`src/rtl/key_schedule_ctrl_if.sv`:
```
// Control/strobe bundle between the AES-128 key-schedule controller and the
// byte-serial key-expansion datapath / downstream cipher.
interface key_schedule_ctrl_if;
  logic       start;
  logic       abort;
  logic       key_req;
  logic [3:0] key_byte_idx;
  logic       input_muxctrl;
  logic       sbox_muxctrl;
  logic       bit_out_muxctrl;
  logic       last_out_muxctrl;
  logic [3:0] round_count;
  logic [7:0] rcon_en;
  logic       rk_valid;
  logic [3:0] rk_round;
  logic [3:0] rk_byte;
  logic       busy;
  logic       done;

  // Controller side
  modport master (
    input  start, abort,
    output key_req, key_byte_idx, input_muxctrl, sbox_muxctrl, bit_out_muxctrl,
           last_out_muxctrl, round_count, rcon_en, rk_valid, rk_round, rk_byte,
           busy, done
  );

  // Requester / datapath side
  modport slave (
    output start, abort,
    input  key_req, key_byte_idx, input_muxctrl, sbox_muxctrl, bit_out_muxctrl,
           last_out_muxctrl, round_count, rcon_en, rk_valid, rk_round, rk_byte,
           busy, done
  );
endinterface

```
`src/rtl/key_schedule_ctrl.sv`:
```
// Control FSM for the byte-serial AES-128 key expansion: 16-cycle key load,
// NUM_ROUNDS x 16-cycle expansion, plus KEY_LAT-delayed round-key byte tags.
module key_schedule_ctrl #(
  parameter int NUM_ROUNDS = 10,
  parameter int KEY_LAT    = 4
) (
  input  logic                 clk,
  input  logic                 rst_n,
  key_schedule_ctrl_if.master  bus
);

  typedef enum logic [1:0] {
    S_IDLE   = 2'd0,
    S_LOAD   = 2'd1,
    S_EXPAND = 2'd2,
    S_FIN    = 2'd3
  } state_t;

  typedef struct packed {
    logic       active;
    logic [3:0] round;
    logic [3:0] idx;
  } tag_t;

  localparam logic [3:0] LAST_ROUND = 4'(NUM_ROUNDS - 1);

  state_t     r_state;
  state_t     w_state_nxt;
  logic [3:0] r_byte_cnt;
  logic [3:0] w_byte_cnt_nxt;
  logic [3:0] r_round_cnt;
  logic [3:0] w_round_cnt_nxt;
  tag_t       w_tag;
  tag_t       r_tag_pipe [KEY_LAT];

  // State and counter registers
  always_ff @(posedge clk or negedge rst_n) begin
    if (!rst_n) begin
      r_state     <= S_IDLE;
      r_byte_cnt  <= 4'd0;
      r_round_cnt <= 4'd0;
    end else begin
      r_state     <= w_state_nxt;
      r_byte_cnt  <= w_byte_cnt_nxt;
      r_round_cnt <= w_round_cnt_nxt;
    end
  end

  // Next-state and counter sequencing; abort overrides everything
  always_comb begin
    w_state_nxt     = r_state;
    w_byte_cnt_nxt  = r_byte_cnt;
    w_round_cnt_nxt = r_round_cnt;
    if (bus.abort) begin
      w_state_nxt     = S_IDLE;
      w_byte_cnt_nxt  = 4'd0;
      w_round_cnt_nxt = 4'd0;
    end else begin
      case (r_state)
        S_IDLE: begin
          if (bus.start) begin
            w_state_nxt    = S_LOAD;
            w_byte_cnt_nxt = 4'd0;
          end else begin
            w_state_nxt    = S_IDLE;
          end
        end
        S_LOAD: begin
          w_byte_cnt_nxt = r_byte_cnt + 4'd1;
          if (r_byte_cnt == 4'd15) begin
            w_state_nxt     = S_EXPAND;
            w_round_cnt_nxt = 4'd0;
          end else begin
            w_state_nxt     = S_LOAD;
          end
        end
        S_EXPAND: begin
          w_byte_cnt_nxt = r_byte_cnt + 4'd1;
          if (r_byte_cnt == 4'd15) begin
            if (r_round_cnt == LAST_ROUND) begin
              w_state_nxt     = S_FIN;
              w_round_cnt_nxt = 4'd0;
            end else begin
              w_round_cnt_nxt = r_round_cnt + 4'd1;
            end
          end else begin
            w_round_cnt_nxt = r_round_cnt;
          end
        end
        S_FIN: begin
          w_state_nxt     = S_IDLE;
          w_byte_cnt_nxt  = 4'd0;
          w_round_cnt_nxt = 4'd0;
        end
        default: begin
          w_state_nxt     = S_IDLE;
          w_byte_cnt_nxt  = 4'd0;
          w_round_cnt_nxt = 4'd0;
        end
      endcase
    end
  end

  // Moore decode of datapath controls, status and the round-key tag
  always_comb begin
    bus.key_req          = 1'b0;
    bus.key_byte_idx     = 4'd0;
    bus.input_muxctrl    = 1'b0;
    bus.sbox_muxctrl     = 1'b0;
    bus.bit_out_muxctrl  = 1'b1;
    bus.last_out_muxctrl = 1'b0;
    bus.round_count      = 4'd0;
    bus.rcon_en          = 8'h00;
    bus.busy             = 1'b0;
    bus.done             = 1'b0;
    w_tag                = '0;
    case (r_state)
      S_LOAD: begin
        bus.key_req       = 1'b1;
        bus.key_byte_idx  = r_byte_cnt;
        bus.input_muxctrl = 1'b1;
        bus.busy          = 1'b1;
        w_tag             = '{active: 1'b1, round: 4'd0, idx: r_byte_cnt};
      end
      S_EXPAND: begin
        bus.busy             = 1'b1;
        bus.round_count      = r_round_cnt;
        bus.rcon_en          = (r_byte_cnt == 4'd0) ? 8'hFF : 8'h00;
        bus.sbox_muxctrl     = (r_byte_cnt == 4'd3);
        bus.last_out_muxctrl = (r_byte_cnt < 4'd4);
        bus.bit_out_muxctrl  = (r_byte_cnt >= 4'd12);
        // Round key 0 is the loaded key, so expansion round r yields key r+1
        w_tag = '{active: 1'b1, round: r_round_cnt + 4'd1, idx: r_byte_cnt};
      end
      S_FIN: begin
        bus.done = 1'b1;
      end
      default: begin
        bus.done = 1'b0;
      end
    endcase
  end

  // Tag delay line aligned with the datapath key_out tap
  always_ff @(posedge clk or negedge rst_n) begin
    if (!rst_n) begin
      for (int i = 0; i < KEY_LAT; i++) r_tag_pipe[i] <= '0;
    end else if (bus.abort) begin
      for (int i = 0; i < KEY_LAT; i++) r_tag_pipe[i] <= '0;
    end else begin
      r_tag_pipe[0] <= w_tag;
      for (int i = 1; i < KEY_LAT; i++) r_tag_pipe[i] <= r_tag_pipe[i-1];
    end
  end

  assign bus.rk_valid = r_tag_pipe[KEY_LAT-1].active;
  assign bus.rk_round = r_tag_pipe[KEY_LAT-1].round;
  assign bus.rk_byte  = r_tag_pipe[KEY_LAT-1].idx;

endmodule
```
`src/flat_wrapper.sv`:
```
// flat-port wrapper written by rule: the top's interface ports become plain ports
module key_schedule_ctrl_flat 
#(
  parameter int NUM_ROUNDS = 10,
  parameter int KEY_LAT    = 4
)
  (clk, rst_n, bus_start, bus_abort, bus_key_req, bus_key_byte_idx, bus_input_muxctrl, bus_sbox_muxctrl, bus_bit_out_muxctrl, bus_last_out_muxctrl, bus_round_count, bus_rcon_en, bus_rk_valid, bus_rk_round, bus_rk_byte, bus_busy, bus_done);
  key_schedule_ctrl_if bus_i ();
  input  logic clk;
  input  logic rst_n;
  input wire logic [$bits(bus_i.start)-1:0] bus_start;
  input wire logic [$bits(bus_i.abort)-1:0] bus_abort;
  output wire logic [$bits(bus_i.key_req)-1:0] bus_key_req;
  output wire logic [$bits(bus_i.key_byte_idx)-1:0] bus_key_byte_idx;
  output wire logic [$bits(bus_i.input_muxctrl)-1:0] bus_input_muxctrl;
  output wire logic [$bits(bus_i.sbox_muxctrl)-1:0] bus_sbox_muxctrl;
  output wire logic [$bits(bus_i.bit_out_muxctrl)-1:0] bus_bit_out_muxctrl;
  output wire logic [$bits(bus_i.last_out_muxctrl)-1:0] bus_last_out_muxctrl;
  output wire logic [$bits(bus_i.round_count)-1:0] bus_round_count;
  output wire logic [$bits(bus_i.rcon_en)-1:0] bus_rcon_en;
  output wire logic [$bits(bus_i.rk_valid)-1:0] bus_rk_valid;
  output wire logic [$bits(bus_i.rk_round)-1:0] bus_rk_round;
  output wire logic [$bits(bus_i.rk_byte)-1:0] bus_rk_byte;
  output wire logic [$bits(bus_i.busy)-1:0] bus_busy;
  output wire logic [$bits(bus_i.done)-1:0] bus_done;
  assign bus_i.start = bus_start;
  assign bus_i.abort = bus_abort;
  assign bus_key_req = bus_i.key_req;
  assign bus_key_byte_idx = bus_i.key_byte_idx;
  assign bus_input_muxctrl = bus_i.input_muxctrl;
  assign bus_sbox_muxctrl = bus_i.sbox_muxctrl;
  assign bus_bit_out_muxctrl = bus_i.bit_out_muxctrl;
  assign bus_last_out_muxctrl = bus_i.last_out_muxctrl;
  assign bus_round_count = bus_i.round_count;
  assign bus_rcon_en = bus_i.rcon_en;
  assign bus_rk_valid = bus_i.rk_valid;
  assign bus_rk_round = bus_i.rk_round;
  assign bus_rk_byte = bus_i.rk_byte;
  assign bus_busy = bus_i.busy;
  assign bus_done = bus_i.done;
  key_schedule_ctrl #(.NUM_ROUNDS(NUM_ROUNDS), .KEY_LAT(KEY_LAT)) u_core (.clk(clk), .rst_n(rst_n), .bus(bus_i));
endmodule
```
`config.mk`:
```
export PLATFORM = sky130hd
export DESIGN_NAME = key_schedule_ctrl_flat
export DESIGN_NICKNAME = d
export VERILOG_FILES = /design/src/rtl/key_schedule_ctrl_if.sv /design/src/rtl/key_schedule_ctrl.sv /design/src/flat_wrapper.sv
export SDC_FILE = /design/constraint.sdc
export NUM_CORES = 1
export LEC_CHECK = 0
export CORE_MARGIN = 2
export CORE_UTILIZATION = 45
export CTS_BUF_LIST = sky130_fd_sc_hd__clkbuf_4
export DETAILED_ROUTE_END_ITERATION = 16
export PLACE_DENSITY = 0.72
export SLEW_MARGIN = 20
export SYNTH_ARGS = -nofsm -noshare
export SYNTH_HDL_FRONTEND = slang
export SYNTH_SLANG_ARGS = --single-unit
export TNS_END_PERCENT = 1
```
`constraint.sdc`:
```
create_clock -name clk -period 5.1 [get_ports clk]
set_clock_uncertainty 0.1 [all_clocks]
set_input_delay 1.275 -clock clk [delete_from_list [all_inputs] [get_ports clk]]
set_output_delay 1.275 -clock clk [all_outputs]
set_load 0.05 [all_outputs]
```
==> out/results.ini <==
[global_routing]
grt_max_degree = 47
grt_pass1_vias = 1167
grt_antenna_before_repair = 0
gr-total-overflow = 0
use_met3_pct = 3.87
met2_usage_pct = 21.1
grt_pass1_wl_um = 5290
grt_use_total_pct = 12.9
use_met1_pct = 16.2
top_usage_layer = met2

[drt]
drcViolationCount = 0
wl_um = 3130
dr.pass1.iters = 4
wire_per_inst_um = 11.7
via_count = 1305
drt_iter0_markers = 73
ant_nets = 0
vias_per_cell = 4.87

[timing]
rsz0062_at_grt = no
period_share_pct = 79.7
hold_violations = 0
max_freq_ghz = 0.246
setup_viol = 0
period_minus_slack_ns = 4.07
fin_setup_tns_ns = 0
slew_violations = 0
finalHoldWorstSlack_ns = 0.366
slew_headroom_pct = 62.9
worst_pin_slew_ns = 0.556

[cts]
clkLatencyLatePin_ns = 0.34
clk_pin_slew_ns = 0.13
clockRootBuffer = clkbuf_4
cts_buffers = 5
cts_tree = built
clock-sinks = 46
clockBufferDepth = 2
ctsResizeCount = 0
ctsHoldBuffers = 0
post_cts_buffers = 0
htreeDepth = 2

[pwr]
power.density_nw_per_um2 = 258
peakVddDrop_uv = 117
leakage_nw = 1.12
power_switching_w = 0.000145
p_comb_share_pct = 7.2
swShare_pct = 22.8
power_frac_seq_pct = 58.2
p_int_w = 0.000489
clkPwrFrac_pct = 34.6

[synthesis]
yosys.area.top_type_share_pct = 54.3
synth_xor_area_share_pct = 0
syn_area_um2 = 2120
synthAdderAreaFrac_pct = 7.09
synthArstFlopShare_pct = 100
yosys-mux-area-fraction_pct = 0
seq_area_frac_synth_pct = 54.3
avgSynthCellArea_um2 = 10.9
ys.flop_type = dfrtp_1
synthCells = 195
yosys-top-cells-area = dfrtp_1, nor2b_1, ha_1
synth_top_family_by_area = simple AND/OR/NAND/NOR gates
synth_most_common_cell = dfrtp_1
synth-compound-area-share_pct = 6.26
yosys.area.top_type = dfrtp_1
ys_ff_latch = 46
synth.distinct_cells = 30
yosys.area_share.simple_pct = 23.4
syn-num-nets = 211
yosysWarnings = 0
ys_top_cells_by_count = dfrtp_1, nor2b_1, buf_4
synth_edf_count = 0

[setup_path]
cp-end-kind = primary output
r2r_cells = 6
crit_path_cell_trace = inv_1, ha_1, nor3b_1, and2_1, clkdlybuf4s50_1
critical_path.endpoint = bus_rcon_en[2]
r2r-end = u_core.r_round_cnt[3]$_DFFE_PN0P_
crit_type = flop to primary output
cp.arrival_ns = 2.69
r2r_start = u_core.r_state[0]$_DFFE_PN0P_
start_kind = flop
critPathMaxFanout = 8
critPathRequiredTime_ns = 3.72
max_stage_delay_ns = 0.86
crit_path_start = u_core.r_state[0]$_DFFE_PN0P_
crit_slowest_cell = clkdlybuf4s50_1
r2r_slack_ns = 2.97

[cells_and_area]
n_antenna_cell = 0
syn_to_final_growth_pct = 16.2
final_area_um2 = 2460
nNetsFinal = 231
drive_gt1_share_pct = 7.41
final_util_pct = 55.4
fill_cells = 383

[die]
start_util_pct = 47.7
num_rows = 24
die_x_um = 72.6
core_area_um2 = 4440
die_y_um = 72.6
io_pins = 36
design.die.area_um2 = 5270

[place]
post_dp_cell_area_um2 = 2380
portBuffers = 35
gp_congestion = 0.812
dp_hpwl_um = 2150

[flow_run]
max_cap_violations = 0

[min_path]
min_delay_path_depth = 1
hp-class = flop to flop

[status]
status = complete, no violations

## registers in the layout (all words and copies together) (netlist names)
register	flops
u_core.r_tag_pipe	27
u_core.bus.rk_byte	4
u_core.bus.rk_round	4
u_core.r_byte_cnt	4
u_core.r_round_cnt	4
u_core.r_state	2
u_core.bus.rk_valid	1
## worst min-delay path by stage
| stage | start | to | slack [ns] |
|---|---|---|---|
| 6_report | u_core.r_tag_pipe[34]$_DFF_PN0_ | u_core.r_tag_pipe[25]$_DFF_PN0_ | 0.37 |
| 5_1_grt | u_core.r_tag_pipe[27]$_DFF_PN0_ | u_core.r_tag_pipe[18]$_DFF_PN0_ | 0.39 |
| 4_1_cts | u_core.r_tag_pipe[13]$_DFF_PN0_ | u_core.bus.rk_round[0]$_DFF_PN0_ | 0.38 |
| 3_5_place_dp | u_core.r_tag_pipe[13]$_DFF_PN0_ | u_core.bus.rk_round[0]$_DFF_PN0_ | 0.35 |
| 3_3_place_gp | u_core.r_tag_pipe[27]$_DFF_PN0_ | u_core.r_tag_pipe[18]$_DFF_PN0_ | 0.34 |
| 2_1_floorplan | u_core.r_tag_pipe[9]$_DFF_PN0_ | u_core.bus.rk_byte[0]$_DFF_PN0_ | 0.34 |
## cell type report
type                    count  area, um^2  area share, %
clock inverters             2        37.5           1.52
multi-input cells         118         778           31.6
well taps                  52        65.1           2.64
repair buffers             36         355           14.4
flip-flops and latches     46        1150           46.7
inverters                   8        30.0           1.22
clock buffers               6        45.0           1.83
## metal layers
| layer | vias up | part of all wire [%] |
|---|---|---|
| met5 | - | 0 |
| met4 | 0 | 1.3 |
| met3 | 5 | 3.3 |
| met2 | 25 | 49 |
| met1 | 630 | 46 |
| li1 | 645 | - |
## placed cells by master, fill, tap and decap left out, drive strengths merged, types with 2 or more instances in the layout
cell type / instances
nor3b: 4
o31ai: 3
o21ai: 7
nand2: 10
nand3: 4
nor2: 9
nand2b: 5
buf: 2
a21oi: 7
ha: 12
and2: 14
clkbuf: 6
nor2b: 30
nor3: 5
dfrtp: 46
inv: 8
clkdlybuf4s50: 34
## power by group through the flow
stage	Combinational (W)	Clock, W	Sequential (W)
2_1_floorplan	0.0000289	0	0.000376
3_3_place_gp	0.0000459	0	0.000376
3_5_place_dp	0.0000465	0	0.000376
4_1_cts	0.0000466	0.000227	0.000369
5_1_grt	0.0000512	0.000241	0.000370
6_report	0.0000458	0.000220	0.000369
## logic make-up after synthesis
logic type | count (synthesis)
DFF | 46
and+or+nand+nor | 84
buffers and inverters | 31
AOI/OAI and AO/OA | 22
adders and majority gates | 12
## worst max-delay path, delay by kind of cell (launching register included)
| family | cells | cell delay, ns |
|---|---|---|
| adders and majority gates | 1 | 0.24 |
| buffers and inverters | 2 | 1.03 |
| DFF | 1 | 0.46 |
| and+or+nand+nor | 2 | 0.62 |
## metrics by stage
| step | power, W | setup slack (ns) | std cells |
|---|---|---|---|
| global placement | 0.000422 | 1.53 | 260 |
| finish | 0.000634 | 1.03 | 268 |
| detailed placement | 0.000423 | 1.42 | 260 |
| floorplan | 0.000405 | 0.725 | 195 |
| CTS | 0.000643 | 1.02 | 268 |
| global route | 0.000662 | 0.838 | 268 |
No activity file was read; power rests on OpenSTA's default activity.
